`config.mk`:
```
export PLATFORM = sky130hd
export DESIGN_NAME = mult_unit
export DESIGN_NICKNAME = d
export VERILOG_FILES = /design/src/rtl/mult_unit.sv
export SDC_FILE = /design/constraint.sdc
export NUM_CORES = 1
export LEC_CHECK = 0
export BUFFER_PORTS_ARGS = -buffer_cell sky130_fd_sc_hd__buf_2
export CORE_MARGIN = 1
export CORE_UTILIZATION = 40
export CTS_BUF_LIST = sky130_fd_sc_hd__clkbuf_16
export DETAILED_ROUTE_END_ITERATION = 12
export PLACE_DENSITY = 0.67
export RECOVER_POWER = 50
export SYNTH_ARGS = -nofsm -noshare
export SYNTH_HDL_FRONTEND = slang
export SYNTH_SLANG_ARGS = --single-unit
```
`constraint.sdc`:
```
create_clock -name clock -period 4.49 [get_ports clock]
set_input_delay 0.898 -clock clock [delete_from_list [all_inputs] [get_ports clock]]
set_output_delay 0.898 -clock clock [all_outputs]
set_load 0.1 [all_outputs]
```
`src/rtl/mult_unit.sv`:
```
// mult_unit: multi-cycle signed multiplier for MULT, fed by the control unit.
// It uses a radix-2 Booth recoding and performs one step per clock, with WIDTH steps per product.
// The result is committed to hiOut/loOut only at completion, so the control unit
// can read a stable HI/LO pair whenever multDone pulses.

module mult_unit #(
  parameter int WIDTH = 32
) (
  input  logic             clock,
  input  logic             Reset,
  input  logic             multControl,
  input  logic [WIDTH-1:0] opA,
  input  logic [WIDTH-1:0] opB,
  output logic [WIDTH-1:0] hiOut,
  output logic [WIDTH-1:0] loOut,
  output logic             multBusy,
  output logic             multDone
);

  localparam int CountWidth = $clog2(WIDTH + 1);
  localparam logic [CountWidth-1:0] LastStep = CountWidth'(WIDTH - 1);

  typedef enum logic {
    IDLE = 1'b0,
    RUN  = 1'b1
  } multState_e;

  multState_e             multState;
  logic [WIDTH:0]         accA;
  logic [WIDTH-1:0]       multM;
  logic [WIDTH-1:0]       multQ;
  logic                   qMinus1;
  logic [CountWidth-1:0]  stepCount;

  logic [WIDTH:0]         mExt;
  logic [WIDTH:0]         boothSum;
  logic [WIDTH:0]         nextA;
  logic [WIDTH-1:0]       nextQ;
  logic                   nextQMinus1;

  // One Booth step: the accumulator is one bit wider than the operands, so the most negative multiplicand is subtracted exactly.
  always_comb begin
    mExt = {multM[WIDTH-1], multM};
    boothSum = accA;
    case ({multQ[0], qMinus1})
      2'b01:   boothSum = accA + mExt;
      2'b10:   boothSum = accA - mExt;
      default: boothSum = accA;
    endcase
    nextA       = {boothSum[WIDTH], boothSum[WIDTH:1]};
    nextQ       = {boothSum[0], multQ[WIDTH-1:1]};
    nextQMinus1 = multQ[0];
  end

  // Sequencer: latch the operands on start, step WIDTH times, then commit HI/LO and pulse done.
  always_ff @(posedge clock or negedge Reset) begin
    if (!Reset) begin
      multState <= IDLE;
      accA      <= '0;
      multM     <= '0;
      multQ     <= '0;
      qMinus1   <= 1'b0;
      stepCount <= '0;
      hiOut     <= '0;
      loOut     <= '0;
      multBusy  <= 1'b0;
      multDone  <= 1'b0;
    end else begin
      multDone <= 1'b0;
      case (multState)
        IDLE: begin
          if (multControl) begin
            multM     <= opA;
            multQ     <= opB;
            accA      <= '0;
            qMinus1   <= 1'b0;
            stepCount <= '0;
            multBusy  <= 1'b1;
            multState <= RUN;
          end
        end
        RUN: begin
          accA      <= nextA;
          multQ     <= nextQ;
          qMinus1   <= nextQMinus1;
          stepCount <= stepCount + CountWidth'(1);
          if (stepCount == LastStep) begin
            hiOut     <= nextA[WIDTH-1:0];
            loOut     <= nextQ;
            multBusy  <= 1'b0;
            multDone  <= 1'b1;
            multState <= IDLE;
          end
        end
        default: multState <= IDLE;
      endcase
    end
  end

endmodule

```
Yosys cells after proc, flatten, opt, wreduce, memory -nomap -nowiden
Index checks and enable logic that the tools add are counted.
Word-level totals
  register bits after elaboration: 171
  input bits: 67
  output and inout bits: 66
  logic and storage cells: 39
Cells by class
  add/subtract/negate cells: 3
  equality and inequality tests: 5
  mux-type cells: 17
  bitwise operators: 1
  reduce and logical (&&, ||, !) cells: 3
Operators by type and width (count)
  33-bit one-hot mux with 2 select lines: 2
  32-bit one-hot mux with 2 select lines: 1
  33-bit adder: 1
  33-bit two-way mux: 1
  33-bit subtractor: 1
  32-bit two-way mux: 1
  6-bit one-hot mux with 2 select lines: 1
  1-bit two-way mux: 7
  6-bit by 1-bit adder with 6-bit output (second input constant): 1
  6-bit by 5-bit == test with 1-bit output (second input constant): 1
  6-bit two-way mux: 1
  1-bit one-hot mux with 2 select lines: 3
  2-bit AND reduction: 3
  2-bit by 1-bit == test with 1-bit output (second input constant): 1
  2-bit == test (second input constant): 1
  2-bit by 1-bit inequality test with 1-bit output (second input constant): 1
  2-bit inequality test (second input constant): 1
  1-bit inverter: 1

Logic depth before layout (Yosys ltp)
Gate-level depths: netlist (run 1).
  word-level depth: 3
  gate-level depth with buffers: 18

Least setup slack after synthesis (run 1)
OpenSTA, ideal clock, no wires.
  kind: reg-to-reg
  from: register multM[4]
  to: register hiOut[31]
  setup time: 82 ps
  arrival time: 3772 ps
  data required time: 4408 ps
  path slack: 636 ps
  stages on the path, launching flop included: 17
  path buffers: 1
  clock period less this slack: 3854 ps
  path through: dfrtp_1 > or3_1 > nor4_1 > and2_1 > and3_2 > nor2_1 > xnor2_1 > ha_1 > clkbuf_1 > a21oi_1 > o21ai_0 > nor3b_1 > a21oi_1 > a31o_2 > a21oi_2 > or4_1 > a31oi_1
Between the ends
  cells in the longest elaborated chain, start to end: 2
Ends and longest elaborated chain
  start: declaration: line 30  | logic [WIDTH-1:0] multM;
  start signal: assignment: line 73  | multM <= opA;
  33-bit subtractor or 33-bit adder (tied branches): line 47, 46
  33-bit one-hot mux with 2 select lines *: line 45  | case ({multQ[0], qMinus1})
  end signal: assignment: line 88  | hiOut <= nextA[WIDTH-1:0];
  end: declaration: line 14  | output logic [WIDTH-1:0] hiOut,
Mark *: on every way between the ends. The rest lies on a longest branch, timed or not.
A chain may end at the register's enable or synchronous reset.

Final worst setup path (run 1)
  from: register multM[4]
  to: register hiOut[30]
Same word-level chain as after synthesis.

==> flow_summary.ini, run 1 <==
[route]
drt_iter0_drc = 608
drc = 0
wl_per_cell_um = 15.28
via_count = 7786
drt-pass1-iter-count = 7
postRouteAntennaNets = 0
finalWirelength_um = 22750
vias_per_cell = 5.229

[synth]
yosysMostFrequentCell = nand2_1
ys_warn_count = 0
synthTopCellsByArea = dfrtp_1, nand2_1, o21ai_0, ha_1, xnor2_1
synth_commonest_cells = nand2_1, dfrtp_1, o21ai_0
yosysTopAreaCell = dfrtp_1
synth_sequential_area_ratio = 0.4577
synth-edff-count = 0
synth-seq-cells = 170
synth-main-ff-cell = dfrtp_1
synth_nets = 1190
ys_types = 60
syn_area_um2 = 9294
syn_inst = 1087
synth_area_per_cell_um2 = 8.550
synthArstFlopShare = 1.000
netlist.area_leader.share = 0.4577

[global_route]
antenna_found_initial = 0
grt_start_max_net_pins = 101
grt_use_total = 0.1989
grt_pass1_wl_um = 38020
overflow = 0
grt_pass1_vias = 7363

[floorplanning]
dieArea_um2 = 23850
fp.dieW_um = 154.4
die_h_um = 154.4
core_um2 = 22710
ios = 133
start_util = 0.4093
fp-row-count = 55

[sta]
report.final.setup_viol = 0
fin_tns_setup_ps = 0
fin_crit_ps = 4129
slew_headroom = -0.4140
finalCritPeriodShare = 0.9197
rsz0062_at_grt = false
drv_slew = 252
fin_ws_ps = 360.6
fin_skew_ps = 12.84
max_clock_freq_ghz = 0.2422
worst_pin_slew_ps = 2121
hold_viol_final = 0

[critical_path]
cp_slowest_cell = or3_1
crit_type = reg2reg
end_kind = flip-flop
arrival_ps = 4450
r2r_end = hiOut[30]$_DFFE_PN0P_
worstPathRequired_ps = 4810
worst_path_most_repeated_cell = xnor2_1
critPathBufInv = 0
crit_chain = or3_1, nor4_4, and2_1, and3_2, nand2_1, nor2_2, a21oi_1, xnor2_1, ha_1, and3_1, a221o_1, a31oi_1, o21bai_1, xnor2_1, o21ai_0, mux2_2
reg2reg_from = multM[4]$_DFFE_PN0P_
r2r_cells = 16
path_depth = 16
startpoint_type = flip-flop
slowest_delay_ps = 470
reg2reg_slack_ps = 360
crit_family = simple AND/OR/NAND/NOR gates
critPathMaxFanout = 5

[placement]
io_buffer_count = 132
post-place-ws_ps = 257.0
placed_cells = 1457
dpl.hpwl_um = 15810
place_congestion = 0.9044

[clock_tree]
cts_hold_buf = 0
numCtsBuffers = 17
cts_tree = built
htree_levels = 4
clk_latency_ps = 440
cts_root_buffer = clkbuf_16
clk_pin_slew_ps = 70
cts.sinks = 170
cts_setup_buffers = 0
cts_buffer_depth = 2
postCtsResizedCells = 0

[worst_hold_path]
min_from = hiOut[21]$_DFFE_PN0P_
hold_end = hiOut[21]$_DFFE_PN0P_
holdPathStages = 2
hold_path_class = reg2reg

[run_status]
outcome = finished, violations left
violations = capacitance limit, slew limit

[final_layout]
diodes = 0
fin_util = 0.4773
fillers = 2195
syn2layout_area_growth_pct = 16.63
final_cell_count_no_fill = 1489
drive_above_1_share = 0.1669
finish.net_count = 1294

[run]
drv_cap = 4
[worst min-delay path, cell delays in order (launching register included)]
cell	delay, ps
dfrtp_1	340
nand2_1	50
nand2_1	50
[layer usage]
layer,global-route usage,share of wire
met1,0.2972,0.50
met2,0.2958,0.43
met3,0.03839,0.053
met4,0.04573,0.0097
met5,0,0
[sequential cells by signal, indices dropped and copies added, names as in the netlist]
name and cells:
accA 32, hiOut 32, loOut 32, multM 32, multQ 32, stepCount 6, multBusy 1, multDone 1
multState 1, qMinus1 1
[worst max path at each step]
stage | from | end | slack (ps)
CTS | multM[4]$_DFFE_PN0P_ | hiOut[31]$_DFFE_PN0P_ | 150
floorplan | multM[4]$_DFFE_PN0P_ | hiOut[31]$_DFFE_PN0P_ | 640
global route | multM[4]$_DFFE_PN0P_ | hiOut[30]$_DFFE_PN0P_ | 20
finish | multM[4]$_DFFE_PN0P_ | hiOut[30]$_DFFE_PN0P_ | 360
global placement | multM[4]$_DFFE_PN0P_ | hiOut[31]$_DFFE_PN0P_ | 360
detailed placement | multM[4]$_DFFE_PN0P_ | hiOut[31]$_DFFE_PN0P_ | 260
[stage by stage]
step	hold slack [ps]	area, um2
after floorplan	446.6	9294
after global placement	452.6	10190
after detailed placement	457.1	10190
after global routing	501.9	10840
final	471.0	10840
after CTS	475.0	10840
[cell usage in the layout (no fill, tap or decap), drive strengths merged, types with 15 or more instances in the layout]
cell	count
a21o	15
a21oi	55
a31oi	19
buf	139
clkbuf	22
dfrtp	170
ha	35
inv	31
mux2i	38
nand2	340
nor2	48
o21ai	99
xnor2	45
[kinds of logic after synthesis]
kind of cell | after synthesis | synth area share
adders and majority gates | 36 | 0.04927
AOI/OAI and AO/OA | 239 | 0.1521
and+or+nand+nor | 460 | 0.2087
DFF | 170 | 0.4577
buffers and inverters | 85 | 0.03433
muxes | 43 | 0.04698
xor gates and xnor gates | 54 | 0.05089
[final cells by class]
class,instances,area (um2),area share
Sequential cell,170,4255,0.3926
Timing Repair Buffer,144,737.0,0.06799
Tap cell,285,356.6,0.03290
Multi-Input combinational cell,832,4741,0.4374
Inverter,26,97.59,0.009004
Clock inverter,15,226.5,0.02089
Clock buffer,17,425.4,0.03925
Power of run 1 is left out: the tool's default activity adds up to more than one toggle a clock period on the data nets, which glitch-free logic cannot reach.
==> inputs of run 2 (changes only) <==
- clock period: 4.49 -> 4.74 ns (I/O delays scaled with it)
==> flow_summary.ini, run 2 (synthesis results as in run 1) <==
[sta]
hold_viol_final = 0
fin_ws_ps = 528.9
finalCritPeriodShare = 0.8884
max_clock_freq_ghz = 0.2375
rsz0062_at_grt = false
worst_pin_slew_ps = 2885
fin_skew_ps = 10.75
slew_headroom = -0.9234
drv_slew = 139
fin_tns_setup_ps = 0
report.final.setup_viol = 0
fin_crit_ps = 4211

[clock_tree]
cts_root_buffer = clkbuf_16
cts_setup_buffers = 0
clk_latency_ps = 430
numCtsBuffers = 17
cts_buffer_depth = 2
htree_levels = 4
cts.sinks = 170
cts_hold_buf = 0
postCtsResizedCells = 0
clk_pin_slew_ps = 70
cts_tree = built

[route]
wl_per_cell_um = 15.23
drt_iter0_drc = 552
postRouteAntennaNets = 0
drc = 0
drt-pass1-iter-count = 8
via_count = 7746
finalWirelength_um = 22630
vias_per_cell = 5.213

[critical_path]
end_kind = flip-flop
reg2reg_slack_ps = 530
startpoint_type = flip-flop
crit_type = reg2reg
reg2reg_from = multM[4]$_DFFE_PN0P_
crit_family = simple AND/OR/NAND/NOR gates
r2r_end = hiOut[31]$_DFFE_PN0P_
crit_chain = or3_1, nor4_1, and2_1, and3_2, nor2_1, xnor2_1, ha_1, a21oi_1, o21ai_0, nor3b_1, a21oi_1, a31o_2, a21oi_2, or4_1, a31oi_1
critPathBufInv = 0
worstPathRequired_ps = 5100
critPathMaxFanout = 7
slowest_delay_ps = 470
r2r_cells = 15
cp_slowest_cell = or4_1
worst_path_most_repeated_cell = a21oi_1
crit_path_start = multM[4]$_DFFE_PN0P_
arrival_ps = 4570

[final_layout]
finish.net_count = 1291
layout_commonest_cell = nand2_1
drive_above_1_share = 0.1615
final_area_um2 = 10780
seq_area_um2 = 4255
multiInputGateArea_um2 = 4723
diodes = 0
final_cell_mix = nand2_1, dfrtp_1, buf_2
syn2layout_area_growth_pct = 15.97
fillers = 2228

[floorplanning]
fp-row-count = 55
die_h_um = 154.4
core_um2 = 22710
start_util = 0.4093
dieArea_um2 = 23850
ios = 133
fp.dieW_um = 154.4

[run_status]
violations = capacitance limit, slew limit
outcome = finished, violations left

[placement]
dpl_cell_area_um2 = 10180
post-place-ws_ps = 560.7
place_congestion = 0.9047
io_buffer_count = 132
dpl.hpwl_um = 15680

[global_route]
antenna_found_initial = 0
overflow = 0
grt_use_total = 0.1981
grt_pass1_wl_um = 37750
grt_start_max_net_pins = 100
grt_pass1_vias = 7419

[worst_hold_path]
holdPathStages = 2
hold_path_class = reg2reg
hold_end = loOut[23]$_DFFE_PN0P_
min_from = loOut[23]$_DFFE_PN0P_

[run]
drv_cap = 2
==> run 2: worst max path at each step <==
stage                            endpoint  cells past startpoint
floorplan           hiOut[31]$_DFFE_PN0P_                     16
global placement    hiOut[31]$_DFFE_PN0P_                     18
detailed placement  hiOut[31]$_DFFE_PN0P_                     15
CTS                 hiOut[31]$_DFFE_PN0P_                     15
global route        hiOut[30]$_DFFE_PN0P_                     16
finish              hiOut[31]$_DFFE_PN0P_                     15
==> run 2: final cells by class <==
class	instances	area share
inverter	26	0.009055
sequential	170	0.3948
clock buffer	17	0.03947
clock inverter	15	0.01741
timing repair buffer	141	0.06791
multi-input combinational	832	0.4382
tap	285	0.03309
==> run 2: worst min-delay path, delay by kind of cell, from the launching register on <==
kind / cells / cell delay (ps)
simple gates: 2 / 100
flops: 1 / 340
==> run 2: through the flow <==
step | util | instances | hold WS, ps
2_1_floorplan | - | 1087 | 446.6
3_3_place_gp | 0.4483 | 1454 | 452.9
4_1_cts | 0.4753 | 1486 | 474.2
6_report | 0.4746 | 1486 | 467.0
3_5_place_dp | 0.4483 | 1454 | 457.5
5_1_grt | 0.4746 | 1486 | 491.8
==> run 2: layer usage <==
layer / part of all wire / wire length (um) / global-route usage
met5: 0 / 0 / 0
met4: 0.0080 / 182 / 0.04290
met3: 0.050 / 1130 / 0.03362
met2: 0.42 / 9568 / 0.2924
met1: 0.52 / 11750 / 0.3015
Power of run 2 is left out for the same reason.
==> inputs of run 3 (changes only) <==
- CELL_PAD_IN_SITES_DETAIL_PLACEMENT: default -> 0
- CELL_PAD_IN_SITES_GLOBAL_PLACEMENT: default -> 1
- PLACE_DENSITY: 0.67 -> 0.83
- clock period: 4.74 -> 4.54 ns (I/O delays scaled with it)
==> flow_summary.ini, run 3 (synthesis results as in run 1) <==
[route]
vias_per_cell = 5.167
postRouteAntennaNets = 0
wl_met1_um = 11880
top_layer = met4
drc = 0
drt_iter0_drc = 437
wl_per_cell_um = 15.25
drt-pass1-iter-count = 5
met2_length_um = 9490
finalWirelength_um = 22690
wl_met3_um = 1058
via_count = 7688

[final_layout]
final_cell_count_no_fill = 1488
drive_above_1_share = 0.1629
diodes = 0
finish.net_count = 1293
fin_util = 0.4734
multiInputGateArea_um2 = 4742
syn2layout_area_growth_pct = 15.68
final_cell_mix = nand2_1, dfrtp_1, buf_2
seq_area_um2 = 4255
layout_commonest_cell = nand2_1
fillers = 2244

[floorplanning]
core_um2 = 22710
dieArea_um2 = 23850
die_h_um = 154.4
start_util = 0.4093
fp-row-count = 55
fp.dieW_um = 154.4
ios = 133

[sta]
fin_skew_ps = 10.30
slew_headroom = -1.095
hold_viol_final = 0
fin_crit_ps = 4134
max_clock_freq_ghz = 0.2419
drv_slew = 204
finalCritPeriodShare = 0.9107
fin_tns_setup_ps = 0
worst_pin_slew_ps = 3143
rsz0062_at_grt = false
report.final.setup_viol = 0

[placement]
place_congestion = 0.8892
dpl.hpwl_um = 15750
placed_cells = 1456
io_buffer_count = 132

[critical_path]
worstPathRequired_ps = 4890
crit_type = reg2reg
critPathMaxFanout = 7
startpoint_type = flip-flop
crit_chain = or3_1, nor4_4, and2_1, and3_2, nor2_1, xnor2_1, ha_1, a21oi_1, o21ai_0, nor3b_1, a21oi_1, a31o_2, a21oi_2, or4_1, a31oi_1
cp_slowest_cell = or3_1
end_kind = flip-flop
reg2reg_slack_ps = 410
crit_family = simple AND/OR/NAND/NOR gates
worst_path_most_repeated_cell = a21oi_1
slowest_delay_ps = 470
critPathBufInv = 0
arrival_ps = 4490

[clock_tree]
clk_latency_ps = 430
cts.sinks = 170
postCtsResizedCells = 0
htree_levels = 4
numCtsBuffers = 17
cts_setup_buffers = 0
cts_buffer_depth = 2
cts_hold_buf = 0
cts_root_buffer = clkbuf_16
cts_tree = built
clk_pin_slew_ps = 70

[worst_hold_path]
hold_path_class = reg2reg

[global_route]
grt_pass1_vias = 7199
grt_start_max_net_pins = 95
antenna_found_initial = 0
grt_use_total = 0.1954
overflow = 0
grt_pass1_wl_um = 37160

[run_status]
outcome = finished, violations left
violations = capacitance limit, slew limit

[run]
drv_cap = 4
==> run 3: changes by cell type in the layout (fill, tap and decap cells not counted), sizes merged <==
cell	before	now
bufinv	3	0
clkbuf	21	24
clkinv	4	6
buf	137	136
inv	32	33
==> run 3: final cells by class <==
| cell class | instances | share of cell area |
|---|---|---|
| multi-input cells | 832 | 0.4411 |
| flip-flops and latches | 170 | 0.3958 |
| well taps | 285 | 0.03317 |
| clock buffers | 17 | 0.03957 |
| inverters | 26 | 0.009077 |
| repair buffers | 143 | 0.06738 |
| clock inverters | 15 | 0.01396 |
==> run 3: final timing paths <==
check | start | end | depth (start not counted)
setup / recovery | multM[4]$_DFFE_PN0P_ | hiOut[31]$_DFFE_PN0P_ | 15
hold / removal | loOut[23]$_DFFE_PN0P_ | loOut[23]$_DFFE_PN0P_ | 2
setup reg to reg | multM[4]$_DFFE_PN0P_ | hiOut[31]$_DFFE_PN0P_ | 15
hold reg to reg | loOut[23]$_DFFE_PN0P_ | loOut[23]$_DFFE_PN0P_ | 2
max in group asynchronous | Reset | accA[27]$_DFFE_PN0P_ | 2
min in group asynchronous | Reset | loOut[25]$_DFFE_PN0P_ | 1
==> run 3: routing by layer <==
metal	global-route usage	vias to the layer above
li1	-	3923
met1	0.2964	3551
met2	0.2889	198
met3	0.03166	16
met4	0.04668	0
met5	0	-
==> run 3: metrics by stage <==
| stage | setup slack (ps) | hold WS [ps] | cell area [um2] |
|---|---|---|---|
| finish | 405.6 | 471.0 | 10750 |
| global route | 66.92 | 483.7 | 10750 |
| CTS | 281.2 | 475.8 | 10760 |
| detailed placement | 271.6 | 457.4 | 10180 |
| global placement | 391.5 | 452.2 | 10180 |
| floorplan | 686.0 | 446.6 | 9294 |
==> run 3: worst reg2reg max path: stages, from the launching register on <==
cell and delay (ps):
dfrtp_1 400, or3_1 470, nor4_4 200, and2_1 250
and3_2 240, nor2_1 60, xnor2_1 130, ha_1 410
a21oi_1 90, o21ai_0 350, nor3b_1 140, a21oi_1 380
a31o_2 240, a21oi_2 60, or4_1 470, a31oi_1 170
Power of run 3 is left out for the same reason.
